<file path="src/rtl/dm_ctrl_pkg.sv">
// Shared encodings for the data-memory controller: access types and FSM states.
// The DM_* codes are also used by the main decoder when it builds req_type.
package dm_ctrl_pkg;

  localparam logic [2:0] DM_WORD  = 3'd0;
  localparam logic [2:0] DM_HALF  = 3'd1;
  localparam logic [2:0] DM_HALFU = 3'd2;
  localparam logic [2:0] DM_BYTE  = 3'd3;
  localparam logic [2:0] DM_BYTEU = 3'd4;

  localparam logic [1:0] S_IDLE   = 2'd0;
  localparam logic [1:0] S_ACCESS = 2'd1;
  localparam logic [1:0] S_DONE   = 2'd2;

endpackage

</file>
<file path="src/rtl/dm_ctrl_if.sv">
// Word-wide data-memory port with a req/ack handshake and variable wait states.
// The controller is the master; the memory (or bus bridge) is the slave.
interface dm_ctrl_if #(
  parameter int AW = 32
);

  logic          mem_req;
  logic          mem_we;
  logic [AW-3:0] mem_addr;
  logic [3:0]    mem_be;
  logic [31:0]   mem_wdata;
  logic [31:0]   mem_rdata;
  logic          mem_ack;

  modport master (
    output mem_req, mem_we, mem_addr, mem_be, mem_wdata,
    input  mem_rdata, mem_ack
  );

  modport slave (
    input  mem_req, mem_we, mem_addr, mem_be, mem_wdata,
    output mem_rdata, mem_ack
  );

endinterface

</file>
<file path="src/rtl/dm_lane.sv">
// Combinational byte-lane unit: store byte enables and lane replication,
// load lane selection with sign/zero extension, and misalignment detection.
module dm_lane
  import dm_ctrl_pkg::*;
(
  input  logic [2:0]  dm_type,
  input  logic [1:0]  addr_lo,
  input  logic [31:0] wdata,
  input  logic [31:0] rdata,
  output logic [3:0]  be,
  output logic [31:0] wdata_rep,
  output logic [31:0] rdata_ext,
  output logic        misalign
);

  logic [15:0] half_v;
  logic [7:0]  byte_v;

  always_comb begin
    // NOTE: every output gets a default first, so no path through the case leaves a latch.
    be        = 4'b1111;
    wdata_rep = wdata;
    rdata_ext = rdata;
    misalign  = |addr_lo;
    half_v    = addr_lo[1] ? rdata[31:16] : rdata[15:0];
    byte_v    = rdata[{addr_lo, 3'b000} +: 8];

    // Undefined codes fall through to the word behaviour set above.
    case (dm_type)
      DM_HALF, DM_HALFU: begin
        be        = addr_lo[1] ? 4'b1100 : 4'b0011;
        wdata_rep = {2{wdata[15:0]}};
        misalign  = addr_lo[0];
        rdata_ext = (dm_type == DM_HALF) ? {{16{half_v[15]}}, half_v}
                                         : {16'h0000, half_v};
      end
      DM_BYTE, DM_BYTEU: begin
        be        = 4'b0001 << addr_lo;
        wdata_rep = {4{wdata[7:0]}};
        misalign  = 1'b0;
        rdata_ext = (dm_type == DM_BYTE) ? {{24{byte_v[7]}}, byte_v}
                                         : {24'h000000, byte_v};
      end
      default: ;
    endcase
  end

endmodule

</file>
<file path="src/rtl/dm_ctrl.sv">
// Memory-stage load/store controller: issues one word access per instruction
// over a req/ack port, stalls the pipeline until it completes, and extends loads.
module dm_ctrl
  import dm_ctrl_pkg::*;
#(
  parameter int AW = 32
) (
  input  logic          clk,
  input  logic          rst,
  input  logic          req_valid,
  input  logic          req_we,
  input  logic [2:0]    req_type,
  input  logic [AW-1:0] req_addr,
  input  logic [31:0]   req_wdata,
  output logic          stall,
  output logic          done,
  output logic          misalign,
  output logic [31:0]   rd_data,
  dm_ctrl_if.master     mem
);

  logic [1:0]    state;
  logic [2:0]    type_q;
  logic [1:0]    addr_lo_q;
  logic          mem_req_q;
  logic          mem_we_q;
  logic [AW-3:0] mem_addr_q;
  logic [3:0]    mem_be_q;
  logic [31:0]   mem_wdata_q;
  logic          misalign_q;
  logic [31:0]   rd_data_q;

  logic [2:0]    lane_type;
  logic [1:0]    lane_addr;
  logic [3:0]    lane_be;
  logic [31:0]   lane_wdata;
  logic [31:0]   lane_rdata;
  logic          lane_misalign;

  // In IDLE the lane unit decodes the live request; afterwards it extends
  // the returning word using the type and offset latched at issue.
  assign lane_type = (state == S_IDLE) ? req_type       : type_q;
  assign lane_addr = (state == S_IDLE) ? req_addr[1:0]  : addr_lo_q;

  dm_lane u_lane (
    .dm_type   (lane_type),
    .addr_lo   (lane_addr),
    .wdata     (req_wdata),
    .rdata     (mem.mem_rdata),
    .be        (lane_be),
    .wdata_rep (lane_wdata),
    .rdata_ext (lane_rdata),
    .misalign  (lane_misalign)
  );

  always_ff @(posedge clk) begin
    // NOTE: non-blocking assignments make every register see pre-edge values, independent of statement order.
    if (rst) begin
      state       <= S_IDLE;
      type_q      <= DM_WORD;
      addr_lo_q   <= '0;
      mem_req_q   <= 1'b0;
      mem_we_q    <= 1'b0;
      mem_addr_q  <= '0;
      mem_be_q    <= '0;
      mem_wdata_q <= '0;
      misalign_q  <= 1'b0;
      rd_data_q   <= '0;
    end else begin
      case (state)
        S_IDLE: begin
          if (req_valid) begin
            if (lane_misalign) begin
              misalign_q <= 1'b1;
              state      <= S_DONE;
            end else begin
              type_q      <= req_type;
              addr_lo_q   <= req_addr[1:0];
              mem_addr_q  <= req_addr[AW-1:2];
              mem_we_q    <= req_we;
              mem_be_q    <= req_we ? lane_be : 4'b1111;
              mem_wdata_q <= lane_wdata;
              mem_req_q   <= 1'b1;
              state       <= S_ACCESS;
            end
          end
        end
        S_ACCESS: begin
          if (mem.mem_ack) begin
            mem_req_q <= 1'b0;
            if (!mem_we_q) rd_data_q <= lane_rdata;
            state <= S_DONE;
          end
        end
        S_DONE: begin
          // The CPU still presents the finished instruction here, so req_valid is ignored.
          misalign_q <= 1'b0;
          state      <= S_IDLE;
        end
        default: state <= S_IDLE;
      endcase
    end
  end

  assign stall    = ((state == S_IDLE) && req_valid) || (state == S_ACCESS);
  assign done     = (state == S_DONE);
  assign misalign = done && misalign_q;
  assign rd_data  = rd_data_q;

  assign mem.mem_req   = mem_req_q;
  assign mem.mem_we    = mem_we_q;
  assign mem.mem_addr  = mem_addr_q;
  assign mem.mem_be    = mem_be_q;
  assign mem.mem_wdata = mem_wdata_q;

endmodule

</file>
<file path="src/flat_wrapper.sv">
// flat-port wrapper written by rule: the top's interface ports become plain ports
module dm_ctrl_flat import dm_ctrl_pkg::*;
#(
  parameter int AW = 32
)
  (clk, rst, req_valid, req_we, req_type, req_addr, req_wdata, stall, done, misalign, rd_data, mem_mem_req, mem_mem_we, mem_mem_addr, mem_mem_be, mem_mem_wdata, mem_mem_rdata, mem_mem_ack);
  dm_ctrl_if #(.AW(AW)) mem_i ();
  input  logic clk;
  input  logic rst;
  input  logic req_valid;
  input  logic req_we;
  input  logic [2:0] req_type;
  input  logic [AW-1:0] req_addr;
  input  logic [31:0] req_wdata;
  output logic stall;
  output logic done;
  output logic misalign;
  output logic [31:0] rd_data;
  output wire logic [$bits(mem_i.mem_req)-1:0] mem_mem_req;
  output wire logic [$bits(mem_i.mem_we)-1:0] mem_mem_we;
  output wire logic [$bits(mem_i.mem_addr)-1:0] mem_mem_addr;
  output wire logic [$bits(mem_i.mem_be)-1:0] mem_mem_be;
  output wire logic [$bits(mem_i.mem_wdata)-1:0] mem_mem_wdata;
  input wire logic [$bits(mem_i.mem_rdata)-1:0] mem_mem_rdata;
  input wire logic [$bits(mem_i.mem_ack)-1:0] mem_mem_ack;
  assign mem_mem_req = mem_i.mem_req;
  assign mem_mem_we = mem_i.mem_we;
  assign mem_mem_addr = mem_i.mem_addr;
  assign mem_mem_be = mem_i.mem_be;
  assign mem_mem_wdata = mem_i.mem_wdata;
  assign mem_i.mem_rdata = mem_mem_rdata;
  assign mem_i.mem_ack = mem_mem_ack;
  dm_ctrl #(.AW(AW)) u_core (.clk(clk), .rst(rst), .req_valid(req_valid), .req_we(req_we), .req_type(req_type), .req_addr(req_addr), .req_wdata(req_wdata), .stall(stall), .done(done), .misalign(misalign), .rd_data(rd_data), .mem(mem_i));
endmodule
</file>
<file path="config.mk">
export PLATFORM = sky130hd
export DESIGN_NAME = dm_ctrl_flat
export DESIGN_NICKNAME = d
export VERILOG_FILES = /design/src/rtl/dm_ctrl_pkg.sv /design/src/rtl/dm_ctrl_if.sv /design/src/rtl/dm_lane.sv /design/src/rtl/dm_ctrl.sv /design/src/flat_wrapper.sv
export SDC_FILE = /design/constraint.sdc
export NUM_CORES = 1
export LEC_CHECK = 0
export ABC_AREA = 0
export ABC_CLOCK_PERIOD_IN_PS = 6000
export CAP_MARGIN = 20
export CORE_MARGIN = 10
export CORE_UTILIZATION = 49
export DETAILED_ROUTE_END_ITERATION = 16
export PLACE_DENSITY = 0.86
export SYNTH_ARGS = -nofsm -noshare
export SYNTH_HDL_FRONTEND = slang
export SYNTH_SLANG_ARGS = --single-unit
</file>
<file path="constraint.sdc">
create_clock -name clk -period 6 [get_ports clk]
set_input_delay 1.2 -clock clk [delete_from_list [all_inputs] [get_ports clk]]
set_output_delay 1.2 -clock clk [all_outputs]
set_load 0.05 [all_outputs]
</file>
==> results of run 1 <==
## layout make-up
cell class                 instances  area (um^2)
clock buffer                      12          246
tap                              143          179
multi-input combinational        497         3420
clock inverter                     4         48.8
fill                             897         3360
timing repair buffer             213         2130
antenna                            1         2.50
inverter                           4         15.0
sequential                       108         2160
## routing by layer
layer | global-route usage, % | vias up
met5 | 0 | -
met4 | 11.4 | 0
met3 | 7.63 | 57
met2 | 37.9 | 345
met1 | 26.7 | 2811
li1 | - | 2815
## registers in the layout (all words and copies together) (netlist names), 2 cells and up
name                  count
u_core.addr_lo_q          2
u_core.mem.mem_addr      30
u_core.rd_data           32
u_core.type_q             3
u_core.mem.mem_wdata     32
u_core.state              2
u_core.mem.mem_be         4
## Yosys cell counts (all sizes together) (8+ instances only)
| cell | count |
|---|---|
| dfxtp | 108 |
| nand2b | 90 |
| nor2 | 62 |
| mux2i | 55 |
| a31oi | 46 |
| a211oi | 37 |
| clkbuf | 35 |
| o21ai | 32 |
| buf | 26 |
| a21oi | 20 |
| nand3 | 19 |
| nor3 | 16 |
| nand2 | 12 |
| and3 | 10 |
| a311oi | 9 |
| a221oi | 8 |
| a22oi | 8 |
| a32o | 8 |
## per-stage QoR
stage,std cells,power [W],utilization (%)
final,982,0.00370,70.9
after global routing,982,0.00385,70.9
after CTS,980,0.00368,70.7
after detailed placement,964,0.00307,68.1
after global placement,964,0.00303,68.1
after floorplan,670,0.00247,-
## worst max-delay path, stage by stage
cell             delay [ns]
clkdlybuf4s50_1        0.58
or3b_2                 0.52
nand2_1                0.52
o211ai_1               0.25
a21oi_1                0.92
o21ai_0                0.25
## path summary, 6_finish.rpt
| path | depth (start not counted) | start | end |
|---|---|---|---|
| setup / recovery | 6 | req_addr[1] | u_core.rd_data[29]$_SDFFE_PP0P_ |
| hold / removal | 2 | u_core.misalign_q$_SDFFE_PP0P_ | u_core.misalign_q$_SDFFE_PP0P_ |
| setup reg to reg | 5 | u_core.state[1]$_SDFFE_PP0P_ | u_core.rd_data[29]$_SDFFE_PP0P_ |
| hold reg to reg | 2 | u_core.misalign_q$_SDFFE_PP0P_ | u_core.misalign_q$_SDFFE_PP0P_ |
## where the power goes
group	internal [W]	leakage (nW)	switching [W]
clock network	0.000335	0.147	0.000269
logic	0.000720	1.87	0.00134
registers	0.000894	0.885	0.000133
total	0.00195	2.90	0.00175
## cell families after synthesis
group                  share of synthesized area (%)
flip-flops                                      36.8
AND/OR/NAND/NOR                                 22.8
XOR/XNOR                                       0.447
AO/OA/AOI/OAI                                   24.9
buffers and inverters                           5.66
multiplexers                                    9.37
==> key figures, run 1 <==
Run status
  • Status: finished, final reports clean

Floorplanning
  • Cell row count: 39
  • Core region area: 11600 um^2
  • DIE AREA: 16800 um^2
  • Die Span Y: 130 um
  • Die W: 130 um
  • Initial core utilization: 50.8%
  • I/O pin cnt: 207

STA
  • Min Hold Slack: 0.467 ns
  • Setup TNS Final: 0 ns
  • Slew HR: 24.4%
  • Final period utilization: 67.8%
  • Max-slew violation count: 0
  • Minimum clock period: 4.07 ns
  • Worst setup margin: 1.93 ns
  • Hold Vio Cnt, Final: 0
  • RSZ-0062 raised after global routing: false
  • Worst-Margin Slew: 1.13 ns
  • Setup violators final: 0
  • Clock Skew: 0.00710 ns
  • Fmax: 246 MHz

Final layout
  • Nets: 937
  • Share of layout cells above drive strength 1: 6.80%
  • Most common cell after layout, fill and taps aside: clkdlybuf4s50_1
  • Commonest non-fill, non-tap cells in the layout: clkdlybuf4s50_1, dfxtp_1, nand2b_1
  • Final Cell Area: 8200 um^2
  • Syn-to-layout area delta: 39.6%

Synth
  • Yosys warning count: 0
  • Synth Register Bits: 108
  • Gate Count Post-Synth: 670
  • Main area contributors after synthesis: dfxtp_1, nand2b_1, mux2i_1, a31oi_1, nor2_1
  • Synth Net Count: 774
  • Synth top area share: 36.8%
  • Synth Area per Inst: 8.77 um^2
  • Main synth FF type: dfxtp_1
  • Synth area leader: dfxtp_1
  • Post-synth EDFFs: 0
  • Syn Std Cell Area: 5880 um^2
  • FFs w/ async S/R, synth: 0%
  • Seq/Total Area, Yosys: 36.8%
  • Count of distinct cell types in the synthesized netlist: 59

Detailed routing
  • Highest Signal Layer: met4
  • Drt initial violations: 580
  • Routed Antenna Nets: 0
  • Via/cell ratio: 6.14
  • Routed length on met2: 9.69 mm
  • Drt total wl: 20.6 mm
  • Met3 routed wirelength: 2.20 mm
  • Vias: 6028
  • WL/cell: 20.9 um
  • Met1 wire length: 8.01 mm
  • DRC Markers: 0
  • DRT Pass-1 Iters: 5

Worst setup path
  • Worst Setup End Kind: flip-flop
  • Worst EP arrival: 4.25 ns
  • Max Fanout on Critical Path: 20
  • CP startpoint kind: input pin
  • R2R setup slack: 2.51 ns
  • Worst Path Required: 6.18 ns
  • Critical path class: in2reg

Clocking
  • H-tree depth reported by CTS: 3
  • Root buffer cell: clkbuf_16
  • Worst-Skew Late Latency: 0.35 ns
  • Setup bufs post-CTS: 0
  • CTS tree: built
  • Post-CTS sizing: 0
  • CTS Buffer Depth: 2
  • CTS Buf Count: 9
  • Clk slew on worst S/H paths: 0.07 ns
  • Hold Buf Count CTS: 0
  • # clock sinks: 108

Place
  • Post-DP Area: 7880 um^2
  • DPL Wire Length: 14.9 mm
  • Pre-CTS setup slack: 1.62 ns
  • GPL Wtd Cong: 0.895
  • # port buffers: 206

Power and ir drop
  • PD cells: 450 nW/um^2
  • Leakage power: 2.90 nW
  • Peak supply drop: 0.000296 V

GRT
  • Vias in the first global route: 5993
  • All-Layer GR Usage: 23.1%
  • Congestion Overflow GR: 0
  • Initial antenna violation count: 1
  • Largest net degree at the start of global routing: 106
  • First-pass GRT wire length: 31.2 mm

Worst hold path
  • Hold WC Path Type: reg2reg

Run
  • Max-cap viol count: 0
Note: power is estimated with default switching activity, not from simulation.
==> run 2: changes to the inputs <==
--- a/config.mk
+++ b/config.mk
@@ -6,12 +6,12 @@
 export NUM_CORES = 1
 export LEC_CHECK = 0
 export ABC_AREA = 0
-export ABC_CLOCK_PERIOD_IN_PS = 6000
+export ABC_CLOCK_PERIOD_IN_PS = 3300
 export CAP_MARGIN = 20
 export CORE_MARGIN = 10
-export CORE_UTILIZATION = 49
+export CORE_UTILIZATION = 41
 export DETAILED_ROUTE_END_ITERATION = 16
-export PLACE_DENSITY = 0.86
+export PLACE_DENSITY = 0.77
 export SYNTH_ARGS = -nofsm -noshare
 export SYNTH_HDL_FRONTEND = slang
 export SYNTH_SLANG_ARGS = --single-unit
==> constraint.sdc (replaced) <==
create_clock -name clk -period 3.3 [get_ports clk]
set_input_delay 0.66 -clock clk [delete_from_list [all_inputs] [get_ports clk]]
set_output_delay 0.66 -clock clk [all_outputs]
set_load 0.05 [all_outputs]
==> run 2 against run 1 <==
Register-to-register slack worse by 1.9 ns. Clock skew is 0.00063 ns higher. Cell count rose by 6.1%. Flip-flop and latch count did not move. Clock power increased by 80%. Total power is 84% higher. Count of clock-buffer cells in the layout decreased by 3. Wire length is 1.3% lower. Worst hold slack lost 0.0026 ns. Core utilization fell by 11 points.
==> key figures, run 2 (same netlist as run 1, synthesis figures left out) <==
Floorplanning
  • Die Span Y: 140 um (+7.9%)
  • Core region area: 14000 um^2 (+21%)
  • DIE AREA: 19500 um^2 (+16%)
  • Cell row count: 43 (+10%)
  • Initial core utilization: 42.0% (-8.8 points)
  • I/O pin cnt: 207 (unchanged)
  • Die W: 140 um (+7.9%)

Clocking
  • H-tree depth reported by CTS: 3 (unchanged)
  • Root buffer cell: clkbuf_16
  • Post-CTS sizing: 0 (unchanged)
  • Clk slew on worst S/H paths: 0.08 ns (about the same)
  • # clock sinks: 108 (unchanged)
  • CTS tree: built
  • CTS Buffer Depth: 2 (unchanged)
  • CTS Buf Count: 9 (unchanged)
  • Hold Buf Count CTS: 0 (unchanged)
  • Setup bufs post-CTS: 0 (unchanged)
  • Worst-Skew Late Latency: 0.36 ns (about the same)

Worst setup path
  • Reg2Reg Depth: 7 (+2)
  • CP startpoint kind: input pin
  • Critical path class: in2reg
  • Worst EP arrival: 3.18 ns (-1.07 ns)
  • Max Fanout on Critical Path: 17 (-15%)
  • Worst Path Required: 3.59 ns (-2.59 ns)
  • Worst Setup End Kind: flip-flop

Final layout
  • Nets: 961 (+2.6%)
  • Commonest non-fill, non-tap cells in the layout: clkdlybuf4s50_1, dfxtp_1, nand2b_1
  • ANT cells: 0 (-1)
  • Final core area utilization: 60.3% (-11 points)
  • Final std cells w/o fill: 1042 (+6.1%)
  • Most common cell after layout, fill and taps aside: clkdlybuf4s50_1
  • Share of layout cells above drive strength 1: 9.63% (+2.8 points)
  • Final Cell Area: 8430 um^2 (+2.8%)
  • Syn-to-layout area delta: 43.5%
  • # fillers: 1239 (+38%)

GRT
  • Vias in the first global route: 5842 (-2.5%)
  • Congestion Overflow GR: 0 (unchanged)
  • Initial antenna violation count: 0 (-1)
  • First-pass GRT wire length: 31.8 mm (+2.1%)
  • Largest net degree at the start of global routing: 88 (-17%)
  • All-Layer GR Usage: 19.8% (-3.3 points)

Power and ir drop
  • Clock share of power: 16.0% (-0.4 points)
  • Sequential share of power: 26.9% (-0.9 points)
  • Leakage power: 3.01 nW (+3.9%)
  • Switching part of the total power: 47.5% (+0.25 points)
  • Power share of the combinational group: 57.1% (+1.3 points)
  • Internal Power: 0.00358 W (+84%)
  • Sw Pwr: 0.00324 W (+85%)
  • Peak supply drop: 0.000490 V (+66%)
  • PD cells: 808 nW/um^2 (+79%)

Place
  • DPL Wire Length: 14.9 mm (+0.15%)
  • # port buffers: 206 (unchanged)
  • Post-DP Area: 8140 um^2 (+3.3%)
  • Placed cells: 1026 (+6.4%)
  • GPL Wtd Cong: 0.906 (+1.2%)
  • Pre-CTS setup slack: 0.0694 ns (-1.55 ns)

Detailed routing
  • Routed Antenna Nets: 0 (unchanged)
  • DRT Pass-1 Iters: 6 (+1)
  • WL/cell: 19.5 um (-7.0%)
  • Drt total wl: 20.3 mm (-1.3%)
  • DRC Markers: 0 (unchanged)
  • Via/cell ratio: 5.68 (-7.4%)
  • Drt initial violations: 456 (-21%)
  • Vias: 5921 (-1.8%)

STA
  • Worst setup margin: 0.401 ns (-1.53 ns)
  • Hold Vio Cnt, Final: 0 (unchanged)
  • RSZ-0062 raised after global routing: false
  • Max-slew violation count: 0 (unchanged)
  • Setup TNS Final: 0 ns (unchanged)
  • Slew HR: 27.3% (+2.8 points)
  • Minimum clock period: 2.90 ns
  • Fmax: 345 MHz
  • Setup violators final: 0 (unchanged)
  • Final period utilization: 87.8%
  • Clock Skew: 0.00773 ns (+0.000634 ns)
  • Worst-Margin Slew: 1.09 ns (-0.0480 ns)

Run status
  • Status: finished, final reports clean

Worst hold path
  • Hold Crit Depth: 2 (unchanged)
  • Hold WC Path Type: reg2reg

Run
  • Max-cap viol count: 0 (unchanged)
-- run 2: layout make-up --
cell class / instances / area, um^2 / share of cell area [%]
Sequential cell: 108 / 2160 / 25.6
Clock buffer: 9 / 225 / 2.67
Clock inverter: 7 / 67.6 / 0.801
Tap cell: 180 / 225 / 2.67
Inverter: 4 / 15.0 / 0.178
Multi-Input combinational cell: 497 / 3420 / 40.5
Timing Repair Buffer: 237 / 2320 / 27.5
-- run 2: worst paths after layout --
kind	startpoint	endpoint	slack [ns]
hold / removal	u_core.misalign_q$_SDFFE_PP0P_	u_core.misalign_q$_SDFFE_PP0P_	0.46
setup / recovery	req_type[1]	u_core.rd_data[30]$_SDFFE_PP0P_	0.40
hold reg to reg	u_core.misalign_q$_SDFFE_PP0P_	u_core.misalign_q$_SDFFE_PP0P_	0.46
setup reg to reg	u_core.state[0]$_SDFFE_PP0P_	u_core.rd_data[9]$_SDFFE_PP0P_	0.64
-- run 2: per-layer routing --
layer	GRT usage (%)	vias up	share of wire, %
met5	0	-	0
met4	5.65	0	1.8
met3	10.2	30	13
met2	30.9	266	46
met1	23.2	2757	40
li1	-	2868	-
-- run 2: stage by stage --
stage / power (W) / hold slack (ns)
2_1_floorplan: 0.00449 / 0.429
3_3_place_gp: 0.00571 / 0.443
3_5_place_dp: 0.00574 / 0.452
4_1_cts: 0.00684 / 0.466
5_1_grt: 0.00717 / 0.490
6_report: 0.00681 / 0.465
-- run 2: critical path, stage by stage --
cell	delay (ns)
clkdlybuf4s50_1	0.54
nor4_2	0.37
a21oi_1	0.15
xnor2_2	0.86
buf_4	0.37
a31oi_1	0.12
o21ai_1	0.10
-- run 2: power groups by stage --
stage / Combinational (W) / Clock [W] / Sequential [W]
floorplan: 0.00166 / 0 / 0.00283
global placement: 0.00387 / 0 / 0.00185
detailed placement: 0.00388 / 0 / 0.00185
CTS: 0.00390 / 0.00111 / 0.00183
global route: 0.00414 / 0.00116 / 0.00187
finish: 0.00389 / 0.00109 / 0.00183
